[src/rtl/uart_cmd_pkg.sv]
// Shared types and helpers for the UART command resolver: parser/RX state
// encodings, check-mode selectors and the check accumulator fold.
package uart_cmd_pkg;

  typedef enum logic [2:0] {S_HDR, S_CMD, S_LEN, S_PARA, S_CHK} state_e;
  typedef enum logic [1:0] {R_IDLE, R_START, R_DATA, R_STOP} rx_state_e;

  localparam logic CHK_SUM = 1'b0;
  localparam logic CHK_XOR = 1'b1;

  localparam logic [7:0] DEF_HEADER_BYTE = 8'hAA;

  function automatic logic [7:0] check_fold(input logic mode, input logic [7:0] acc,
                                            input logic [7:0] b);
    return (mode == CHK_XOR) ? (acc ^ b) : (acc + b);
  endfunction

endpackage

[src/rtl/uart_rx_core.sv]
// 8N1 UART receiver: 2-flop synchroniser, falling-edge start detect with
// mid-bit start re-check, LSB-first deserialiser, one-cycle byte strobe.
module uart_rx_core
  import uart_cmd_pkg::*;
#(
  parameter int CLK_FREQ_HZ = 50000000,
  parameter int BAUD_RATE   = 115200
) (
  input  logic       clk,
  input  logic       rst,
  input  logic       uart_rx,
  output logic       rx_vld,
  output logic [7:0] rx_data,
  output logic       rx_ferr
);

  localparam int BIT_DIV = CLK_FREQ_HZ / BAUD_RATE;
  localparam int HALF    = BIT_DIV / 2;
  localparam int CW      = $clog2(BIT_DIV + 1);

  rx_state_e   state_q, state_d;
  logic        sync1_q, sync2_q, prev_q;
  logic [CW-1:0] cnt_q, cnt_d;
  logic [2:0]  bit_q, bit_d;
  logic [7:0]  shift_q, shift_d;
  logic        rx_vld_q, rx_vld_d;
  logic [7:0]  rx_data_q, rx_data_d;
  logic        rx_ferr_q, rx_ferr_d;

  always_comb begin
    state_d   = state_q;
    cnt_d     = cnt_q + 1'b1;
    bit_d     = bit_q;
    shift_d   = shift_q;
    rx_vld_d  = 1'b0;
    rx_data_d = rx_data_q;
    rx_ferr_d = 1'b0;
    case (state_q)
      R_IDLE: begin
        cnt_d = '0;
        if (prev_q && !sync2_q) state_d = R_START;
      end
      R_START: begin
        // A start bit that is high again at mid-bit was a glitch.
        if (cnt_q == CW'(HALF - 1)) begin
          cnt_d = '0;
          bit_d = '0;
          state_d = sync2_q ? R_IDLE : R_DATA;
        end
      end
      R_DATA: begin
        if (cnt_q == CW'(BIT_DIV - 1)) begin
          cnt_d   = '0;
          shift_d = {sync2_q, shift_q[7:1]};
          bit_d   = bit_q + 1'b1;
          if (bit_q == 3'd7) state_d = R_STOP;
        end
      end
      R_STOP: begin
        if (cnt_q == CW'(BIT_DIV - 1)) begin
          cnt_d     = '0;
          rx_vld_d  = 1'b1;
          rx_data_d = shift_q;
          rx_ferr_d = !sync2_q;
          state_d   = R_IDLE;
        end
      end
      default: state_d = R_IDLE;
    endcase
  end

  always_ff @(posedge clk) begin
    if (rst) begin
      sync1_q   <= 1'b1;
      sync2_q   <= 1'b1;
      prev_q    <= 1'b1;
      state_q   <= R_IDLE;
      cnt_q     <= '0;
      bit_q     <= '0;
      shift_q   <= '0;
      rx_vld_q  <= 1'b0;
      rx_data_q <= '0;
      rx_ferr_q <= 1'b0;
    end else begin
      sync1_q   <= uart_rx;
      sync2_q   <= sync1_q;
      prev_q    <= sync2_q;
      state_q   <= state_d;
      cnt_q     <= cnt_d;
      bit_q     <= bit_d;
      shift_q   <= shift_d;
      rx_vld_q  <= rx_vld_d;
      rx_data_q <= rx_data_d;
      rx_ferr_q <= rx_ferr_d;
    end
  end

  assign rx_vld  = rx_vld_q;
  assign rx_data = rx_data_q;
  assign rx_ferr = rx_ferr_q;

endmodule

[src/rtl/uart_cmd_resolver_p.sv]
// UART command frame decoder: AA, cmd, len, len params, check byte.
// Outputs are strobes (no ready): cmd_valid, chk_err and frm_err are one-cycle, mutually exclusive.
module uart_cmd_resolver_p
  import uart_cmd_pkg::*;
#(
  parameter int         CLK_FREQ_HZ  = 50000000,
  parameter int         BAUD_RATE    = 115200,
  parameter int         MAX_PARA     = 4,
  parameter logic [7:0] HEADER_BYTE  = DEF_HEADER_BYTE,
  parameter int         CHK_MODE     = 0,
  parameter int         TIMEOUT_BITS = 32
) (
  input  logic                  clk,
  input  logic                  rst,
  input  logic                  uart_rx,
  output logic                  cmd_valid,
  output logic [7:0]            cmd_code,
  output logic [7:0]            cmd_len,
  output logic [8*MAX_PARA-1:0] para_list,
  output logic [7:0]            check_rx,
  output logic                  chk_err,
  output logic                  frm_err,
  output logic                  busy
);

  localparam int   BIT_DIV  = CLK_FREQ_HZ / BAUD_RATE;
  localparam int   TO_LIMIT = TIMEOUT_BITS * BIT_DIV;
  localparam int   TW       = $clog2(TO_LIMIT + 1);
  localparam int   IW       = $clog2(MAX_PARA + 1);
  localparam int   PW       = 8 * MAX_PARA;
  localparam logic MODE     = (CHK_MODE != 0) ? CHK_XOR : CHK_SUM;

  logic       rx_vld, rx_ferr;
  logic [7:0] rx_data;

  uart_rx_core #(.CLK_FREQ_HZ(CLK_FREQ_HZ), .BAUD_RATE(BAUD_RATE)) u_rx (
    .clk(clk), .rst(rst), .uart_rx(uart_rx),
    .rx_vld(rx_vld), .rx_data(rx_data), .rx_ferr(rx_ferr)
  );

  state_e        state_q, state_d;
  logic [7:0]    acc_q, acc_d, code_q, code_d, len_q, len_d;
  logic [IW-1:0] idx_q, idx_d;
  logic [PW-1:0] para_sh_q, para_sh_d;
  logic [TW-1:0] to_cnt_q, to_cnt_d;
  logic          cmd_valid_q, cmd_valid_d, chk_err_q, chk_err_d, frm_err_q, frm_err_d;
  logic [7:0]    cmd_code_q, cmd_code_d, cmd_len_q, cmd_len_d, check_rx_q, check_rx_d;
  logic [PW-1:0] para_list_q, para_list_d;

  always_comb begin
    state_d     = state_q;
    acc_d       = acc_q;
    code_d      = code_q;
    len_d       = len_q;
    idx_d       = idx_q;
    para_sh_d   = para_sh_q;
    cmd_valid_d = 1'b0;
    chk_err_d   = 1'b0;
    frm_err_d   = 1'b0;
    cmd_code_d  = cmd_code_q;
    cmd_len_d   = cmd_len_q;
    para_list_d = para_list_q;
    check_rx_d  = check_rx_q;
    to_cnt_d    = (state_q == S_HDR || rx_vld) ? '0 : to_cnt_q + 1'b1;

    if (rx_vld) begin
      if (rx_ferr) begin
        // Framing errors only abort a frame in progress; noise while hunting is dropped.
        if (state_q != S_HDR) begin
          frm_err_d = 1'b1;
          state_d   = S_HDR;
        end
      end else begin
        case (state_q)
          S_HDR: if (rx_data == HEADER_BYTE) state_d = S_CMD;
          S_CMD: begin
            code_d  = rx_data;
            acc_d   = rx_data;
            state_d = S_LEN;
          end
          S_LEN: begin
            acc_d     = check_fold(MODE, acc_q, rx_data);
            len_d     = rx_data;
            para_sh_d = '0;
            idx_d     = '0;
            if (rx_data > 8'(MAX_PARA)) begin
              frm_err_d = 1'b1;
              state_d   = S_HDR;
            end else if (rx_data == 8'd0) begin
              state_d = S_CHK;
            end else begin
              state_d = S_PARA;
            end
          end
          S_PARA: begin
            acc_d = check_fold(MODE, acc_q, rx_data);
            for (int k = 0; k < MAX_PARA; k++) begin
              if (idx_q == IW'(k)) para_sh_d[k*8 +: 8] = rx_data;
            end
            idx_d = idx_q + 1'b1;
            if (8'(idx_q) + 8'd1 == len_q) state_d = S_CHK;
          end
          S_CHK: begin
            check_rx_d = rx_data;
            if (rx_data == acc_q) begin
              cmd_valid_d = 1'b1;
              cmd_code_d  = code_q;
              cmd_len_d   = len_q;
              para_list_d = para_sh_q;
            end else begin
              chk_err_d = 1'b1;
            end
            state_d = S_HDR;
          end
          default: state_d = S_HDR;
        endcase
      end
    end else if (state_q != S_HDR && to_cnt_q == TW'(TO_LIMIT)) begin
      frm_err_d = 1'b1;
      state_d   = S_HDR;
    end
  end

  always_ff @(posedge clk) begin
    if (rst) begin
      state_q     <= S_HDR;
      acc_q       <= '0;
      code_q      <= '0;
      len_q       <= '0;
      idx_q       <= '0;
      para_sh_q   <= '0;
      to_cnt_q    <= '0;
      cmd_valid_q <= 1'b0;
      chk_err_q   <= 1'b0;
      frm_err_q   <= 1'b0;
      cmd_code_q  <= '0;
      cmd_len_q   <= '0;
      para_list_q <= '0;
      check_rx_q  <= '0;
    end else begin
      state_q     <= state_d;
      acc_q       <= acc_d;
      code_q      <= code_d;
      len_q       <= len_d;
      idx_q       <= idx_d;
      para_sh_q   <= para_sh_d;
      to_cnt_q    <= to_cnt_d;
      cmd_valid_q <= cmd_valid_d;
      chk_err_q   <= chk_err_d;
      frm_err_q   <= frm_err_d;
      cmd_code_q  <= cmd_code_d;
      cmd_len_q   <= cmd_len_d;
      para_list_q <= para_list_d;
      check_rx_q  <= check_rx_d;
    end
  end

  assign cmd_valid = cmd_valid_q;
  assign chk_err   = chk_err_q;
  assign frm_err   = frm_err_q;
  assign cmd_code  = cmd_code_q;
  assign cmd_len   = cmd_len_q;
  assign para_list = para_list_q;
  assign check_rx  = check_rx_q;
  assign busy      = (state_q != S_HDR);

endmodule

[config.mk]
export PLATFORM = sky130hd
export DESIGN_NAME = uart_cmd_resolver_p
export DESIGN_NICKNAME = d
export VERILOG_FILES = /design/src/rtl/uart_cmd_pkg.sv /design/src/rtl/uart_rx_core.sv /design/src/rtl/uart_cmd_resolver_p.sv
export SDC_FILE = /design/constraint.sdc
export NUM_CORES = 1
export LEC_CHECK = 0
export CORE_UTILIZATION = 62
export CTS_CLUSTER_SIZE = 12
export DETAILED_ROUTE_END_ITERATION = 10
export PLACE_DENSITY = 0.85
export SETUP_SLACK_MARGIN = 0.1
export SLEW_MARGIN = 20
export SYNTH_ARGS = -nofsm -noshare
export SYNTH_HDL_FRONTEND = slang
export SYNTH_HIERARCHICAL = 1
export SYNTH_SLANG_ARGS = --single-unit
[constraint.sdc]
create_clock -name clk -period 3.3 [get_ports clk]
set_clock_uncertainty 0.15 [all_clocks]
set_input_delay 0.66 -clock clk [delete_from_list [all_inputs] [get_ports clk]]
set_output_delay 0.66 -clock clk [all_outputs]
set_load 0.02 [all_outputs]
Word level (Yosys, flattened, before mapping)
Index checks and enable logic that the tools add are counted.
W data, S select, Z words.
{"block": "classes", "addsub": 6, "order_cmp": 1, "mux": 38, "n_reduce_logical": 34, "bitwise_logic": 5, "n_eq_ne": 29}
{"operator": "$pmux W32 S2", "n": 1}
{"operator": "$mux W8", "n": 4}
{"operator": "$mux W3", "n": 10}
{"operator": "$pmux W9 S3", "n": 1}
{"operator": "$reduce_and A4 Y1", "n": 6}
{"operator": "$mux W9", "n": 2}
{"operator": "$reduce_and A3 Y1", "n": 6}
{"operator": "$pmux W8 S2", "n": 1}
{"operator": "$add A14 B1 Y14 const B", "n": 1}
{"operator": "$eq A14 B14 Y1 const B", "n": 1}
{"operator": "$eq A3 B2 Y1 const B", "n": 4}
{"operator": "$mux W2", "n": 6}
{"operator": "$pmux W3 S2", "n": 2}
{"operator": "$pmux W3 S4", "n": 1}
{"operator": "$ne A2 B1 Y1 const B", "n": 5}
{"operator": "$add A9 B1 Y9 const B", "n": 1}
{"operator": "$eq A9 B8 Y1 const B", "n": 1}
{"operator": "$eq A9 B9 Y1 const B", "n": 1}
{"operator": "$mux W1", "n": 9}
{"operator": "$add A8 B8 Y8", "n": 1}
{"operator": "$eq A4 B8 Y1", "n": 1}
{"operator": "$eq A8 B8 Y1", "n": 1}
{"operator": "$eq A8 B8 Y1 const B", "n": 1}
{"operator": "$gt A8 B3 Y1 const B", "n": 1}
{"operator": "other kinds (24)", "n": 45}
{"block": "word_totals", "word_cells": 140, "ff_bits": 170}

Longest topological paths before layout
{"block": "depth", "depth_word": 6, "ltp_mapped": 9, "depth_no_buf": 9}

Modules after synthesis
Netlist, hierarchy kept.
{"mod": "uart_cmd_resolver_p", "cells_each": 649, "seq_area_each_um2": 2702.6, "area_each_um2": 5584.1, "n_inst": 1}
{"mod": "uart_rx_core", "cells_each": 143, "seq_area_each_um2": 700.7, "area_each_um2": 1420.1, "n_inst": 1}

Worst setup path before layout
OpenSTA, ideal clock, no wires.
{"block": "synth_path", "path_type": "register to register", "start": "register u_rx.rx_data_q[6], in the netlist u_rx/rx_data[6]", "end": "register cmd_code_q[6], in the netlist cmd_code[6]", "path_buffers": 2, "path_stages_with_launch": 10, "arrival_ns": 1.964, "setup_ns": 0.132, "setup_slack_ns": 1.054, "path_cell_list": "dfxtp_1 > ha_1 > nor4_1 > nand2_1 > nor4_1 > nand2b_1 > buf_2 > buf_1 > nand2_1 > a21oi_1"}
{"block": "synth_via", "elab_chain_cells": 2}
{"element": "start: declaration", "line_no": "uart_rx_core.sv:27", "text": "logic [7:0] rx_data_q, rx_data_d;"}
{"element": "start signal: assignment", "line_no": "uart_rx_core.sv:93", "text": "rx_data_q <= rx_data_d;"}
{"element": "$eq A8 B8 Y1", "line_no": "uart_cmd_resolver_p.sv:105", "text": "if (rx_data == acc_q) begin"}
{"element": "$reduce_and A4 Y1 (no line)"}
{"element": "end signal: assignment", "line_no": "uart_cmd_resolver_p.sv:151", "text": "cmd_code_q <= cmd_code_d;"}
{"element": "end: declaration", "line_no": "uart_cmd_resolver_p.sv:47", "text": "logic [7:0] cmd_code_q, cmd_code_d, cmd_len_q, cmd_len_d, check_rx_q, check_rx_d;"}
Every way passes these cells.
A chain may end at the register's enable or synchronous reset.

Worst setup path after layout
{"block": "layout_path", "start": "register u_rx.rx_data_q[6], in the netlist u_rx/rx_data[6]", "end": "register para_list_q[23], in the netlist para_list[23]"}
{"block": "layout_via", "elab_chain_cells": 2}
{"element": "$eq A8 B8 Y1", "line_no": "uart_cmd_resolver_p.sv:105"}
{"element": "$reduce_and A4 Y1 (no line)"}
{"element": "end signal: assignment", "line_no": "uart_cmd_resolver_p.sv:153", "text": "para_list_q <= para_list_d;"}
{"element": "end: declaration", "line_no": "uart_cmd_resolver_p.sv:48", "text": "logic [PW-1:0] para_list_q, para_list_d;"}
Every way passes these cells.

==> metrics.log <==
INFO  metric run_status = finished clean
INFO  metric fraction_of_the_cycle_the_final_worst_path_needs = 92.2%
INFO  metric clockBufferDepth = 2
INFO  metric syn_nets = 815
INFO  metric die-area = 11,700 um^2
INFO  metric detailedRoute.firstPassIterationCount = 5
INFO  metric syn-cell-area = 7000 um^2
INFO  metric mostFrequentLayoutCells = sky130_fd_sc_hd__dfxtp_1, sky130_fd_sc_hd__nand2_1, sky130_fd_sc_hd__nor2_1
INFO  metric critical_path_class = flip-flop to flip-flop
INFO  metric vdd_drop_max = 0.432 mV
INFO  metric finalWeightedCongestion = 0.918
INFO  metric num-fill-cells = 748
INFO  metric synth_cells = 792
INFO  metric netlist_top_cells_area = sky130_fd_sc_hd__dfxtp_1, sky130_fd_sc_hd__mux2i_1, sky130_fd_sc_hd__nand2_1
INFO  metric final_max_slew_viol_count = 0
INFO  metric cp_max_fo = 48
INFO  metric layout.cells.most_common = sky130_fd_sc_hd__dfxtp_1
INFO  metric die_h = 108 um
INFO  metric final-seq-area = 3400 um^2
INFO  metric max-cap-violations = 0
INFO  metric insertion_delay = 420 ps
INFO  metric cts-hold-fix-buffers = 0
INFO  metric yosysTopAreaCell = sky130_fd_sc_hd__dfxtp_1
INFO  metric grt_antenna_before_repair = 0
INFO  metric max_slew_margin = 39.2%
INFO  metric dp_hpwl = 10,700 um
INFO  metric synth_edf_count = 0
INFO  metric period_needed = 3040 ps
INFO  metric grt_pass1_vias = 5,615
INFO  metric starting_density_of_the_core = 64.1%
INFO  metric antenna-diode-count = 0
INFO  metric worst_hold_path_type = flip-flop to flip-flop
INFO  metric multi_input_area = 3330 um^2
INFO  metric post-layout-total-power = 4.13 mW
INFO  metric drt_iter0_markers = 518
INFO  metric cts_setup_buffers = 0
INFO  metric tritoncts = built
INFO  metric cts_root_buffer = sky130_fd_sc_hd__clkbuf_16
INFO  metric rows = 38
INFO  metric finalSetupViolCount = 0
INFO  metric post_drt_via_cell_ratio = 5.80
INFO  metric largest_net_degree_at_the_start_of_global_routing = 55
INFO  metric grt_setup_unrepaired = false
INFO  metric timing.critical_path.slowest_stage_cell = sky130_fd_sc_hd__dfxtp_1
INFO  metric synthFlopType = sky130_fd_sc_hd__dfxtp_1
INFO  metric crit_chain = ha_1 -> nor4_1 -> nand2_1 -> nor4_1 -> and2b_1 -> buf_4 -> nand2_1 -> a21oi_1
INFO  metric hold_violations = 0
INFO  metric power.leakage = 3.36 nW
INFO  metric wirelength = 16,200 um
INFO  metric fmax = 329 MHz
INFO  metric crit_path_max_incr_delay = 610 ps
INFO  metric ios = 63
INFO  metric remaining_drc_errors = 0
INFO  metric ys_seq_elements = 170
INFO  metric port_buf_inserts = 62
INFO  metric drive_above_1_share = 6.43%
INFO  metric least_margin_pin_slew = 908 ps
INFO  metric post_drt_wl_per_cell = 16.3 um
INFO  metric synth-async-reset-ratio = 0%
INFO  metric clk_pin_slew = 60 ps
INFO  metric start_kind = flip-flop
INFO  metric tritoncts.num_buffers = 17
INFO  metric ctsResizeCount = 0
INFO  metric die_w = 108 um
INFO  metric synth-seq-area-share = 48.6%
INFO  metric grt_util_all_layers = 29.2%
INFO  metric grt_pass1_wl = 26,500 um
INFO  metric synthToLayoutAreaGrowth = 18.6%
INFO  metric design.final.nets = 866
INFO  metric cts.sinks = 170
INFO  metric cts_max_level = 4
INFO  metric vias = 5,771
INFO  metric synth_cell_type_count = 52
INFO  metric p_per_area = 497 nW/um^2
INFO  metric synth_top_cell_area_share = 48.6%
INFO  metric synth.avg_cell_area = 8.84 um^2
INFO  metric worst_setup_path_end_kind = flip-flop
INFO  metric core_region_area = 10,900 um^2
INFO  metric final_antenna_net_count = 0
INFO  metric cp_data_required_time = 3490 ps
INFO  metric timing.setup.tns = 0 ps
INFO  metric ys_warn_count = 6
INFO  metric grt.overflow.total = 0
INFO  metric critical_path_arrival = 3240 ps
[layout make-up]
class / instances / share of cell area (%)
flip-flops and latches: 170 / 41.0
well taps: 140 / 2.11
multi-input cells: 560 / 40.1
clock buffers: 25 / 5.96
repair buffers: 75 / 8.62
inverters: 19 / 0.859
clock inverters: 6 / 1.34
[cells by family after synthesis]
family,count (synthesis),synth area share [%]
AO/OA/AOI/OAI,117,9.86
XOR/XNOR,25,3.13
adder cells (fa/ha/maj),20,3.68
buffers and inverters,62,3.80
flip-flops,170,48.6
multiplexers,63,9.00
AND/OR/NAND/NOR,335,21.9
[flip-flops by register name, indices dropped and copies added, names as in the netlist, 8 cells and up, named ones only]
signal and cells:
cmd_code 8, code_q 8, cmd_len 8, para_list 32, to_cnt_q 14, u_rx/cnt_q 9
u_rx/shift_q 8, len_q 8, para_sh_q 32, check_rx 8, u_rx/rx_data 8, acc_q 8
[per-layer routing]
layer  part of all wire [%]  vias to the layer above  GRT usage (%)
met4                    2.4                        0           12.5
met2                     50                      205           50.5
met3                    6.0                       40           6.69
met1                     42                     2750           34.8
met5                      0                        -              0
li1                       -                     2776              -
[path summary, 6_finish.rpt]
check             cells after the start            end  slack [ps]             from
hold / removal                        1   u_rx/sync2_q         260     u_rx/sync1_q
setup reg to reg                      8  para_list[23]         260  u_rx/rx_data[6]
hold reg to reg                       1   u_rx/sync2_q         260     u_rx/sync1_q
setup / recovery                      8  para_list[23]         260  u_rx/rx_data[6]
[cells in the mapped netlist, types with 11 or more instances]
cell type                  number
sky130_fd_sc_hd__nand3_1       14
sky130_fd_sc_hd__clkbuf_1      28
sky130_fd_sc_hd__dfxtp_1      170
sky130_fd_sc_hd__o21ai_0       14
sky130_fd_sc_hd__and3_1        11
sky130_fd_sc_hd__nand2_1      136
sky130_fd_sc_hd__mux2i_1       63
sky130_fd_sc_hd__a21oi_1       76
sky130_fd_sc_hd__inv_1         19
sky130_fd_sc_hd__nor2_1       111
sky130_fd_sc_hd__ha_1          19
sky130_fd_sc_hd__xor2_1        16
[critical path, delay by kind of cell, from the launching register on]
kind	cells	cell delay, ps
AO/OA/AOI/OAI	1	180
adder cells (fa/ha/maj)	1	380
buffers and inverters	1	410
AND/OR/NAND/NOR	5	1210
flip-flops	1	610
[where the power goes]
group          switching, mW  internal, mW  total (mW)
logic                 0.0296       0.00741      0.0370
clock network          0.767          1.27        2.04
registers            0.00132          2.05        2.06
total                  0.798          3.33        4.13
[per-stage QoR]
step	area [um^2]	util (%)	hold WS [ps]	setup WS (ps)	instances
global placement	7700	70.4	251	620	964
CTS	8310	76.0	265	342	995
finish	8310	76.0	262	258	995
global route	8310	76.0	287	126	995
detailed placement	7700	70.4	247	475	964
floorplan	7000	-	239	1050	792
No activity file was read; power rests on OpenSTA's default activity.
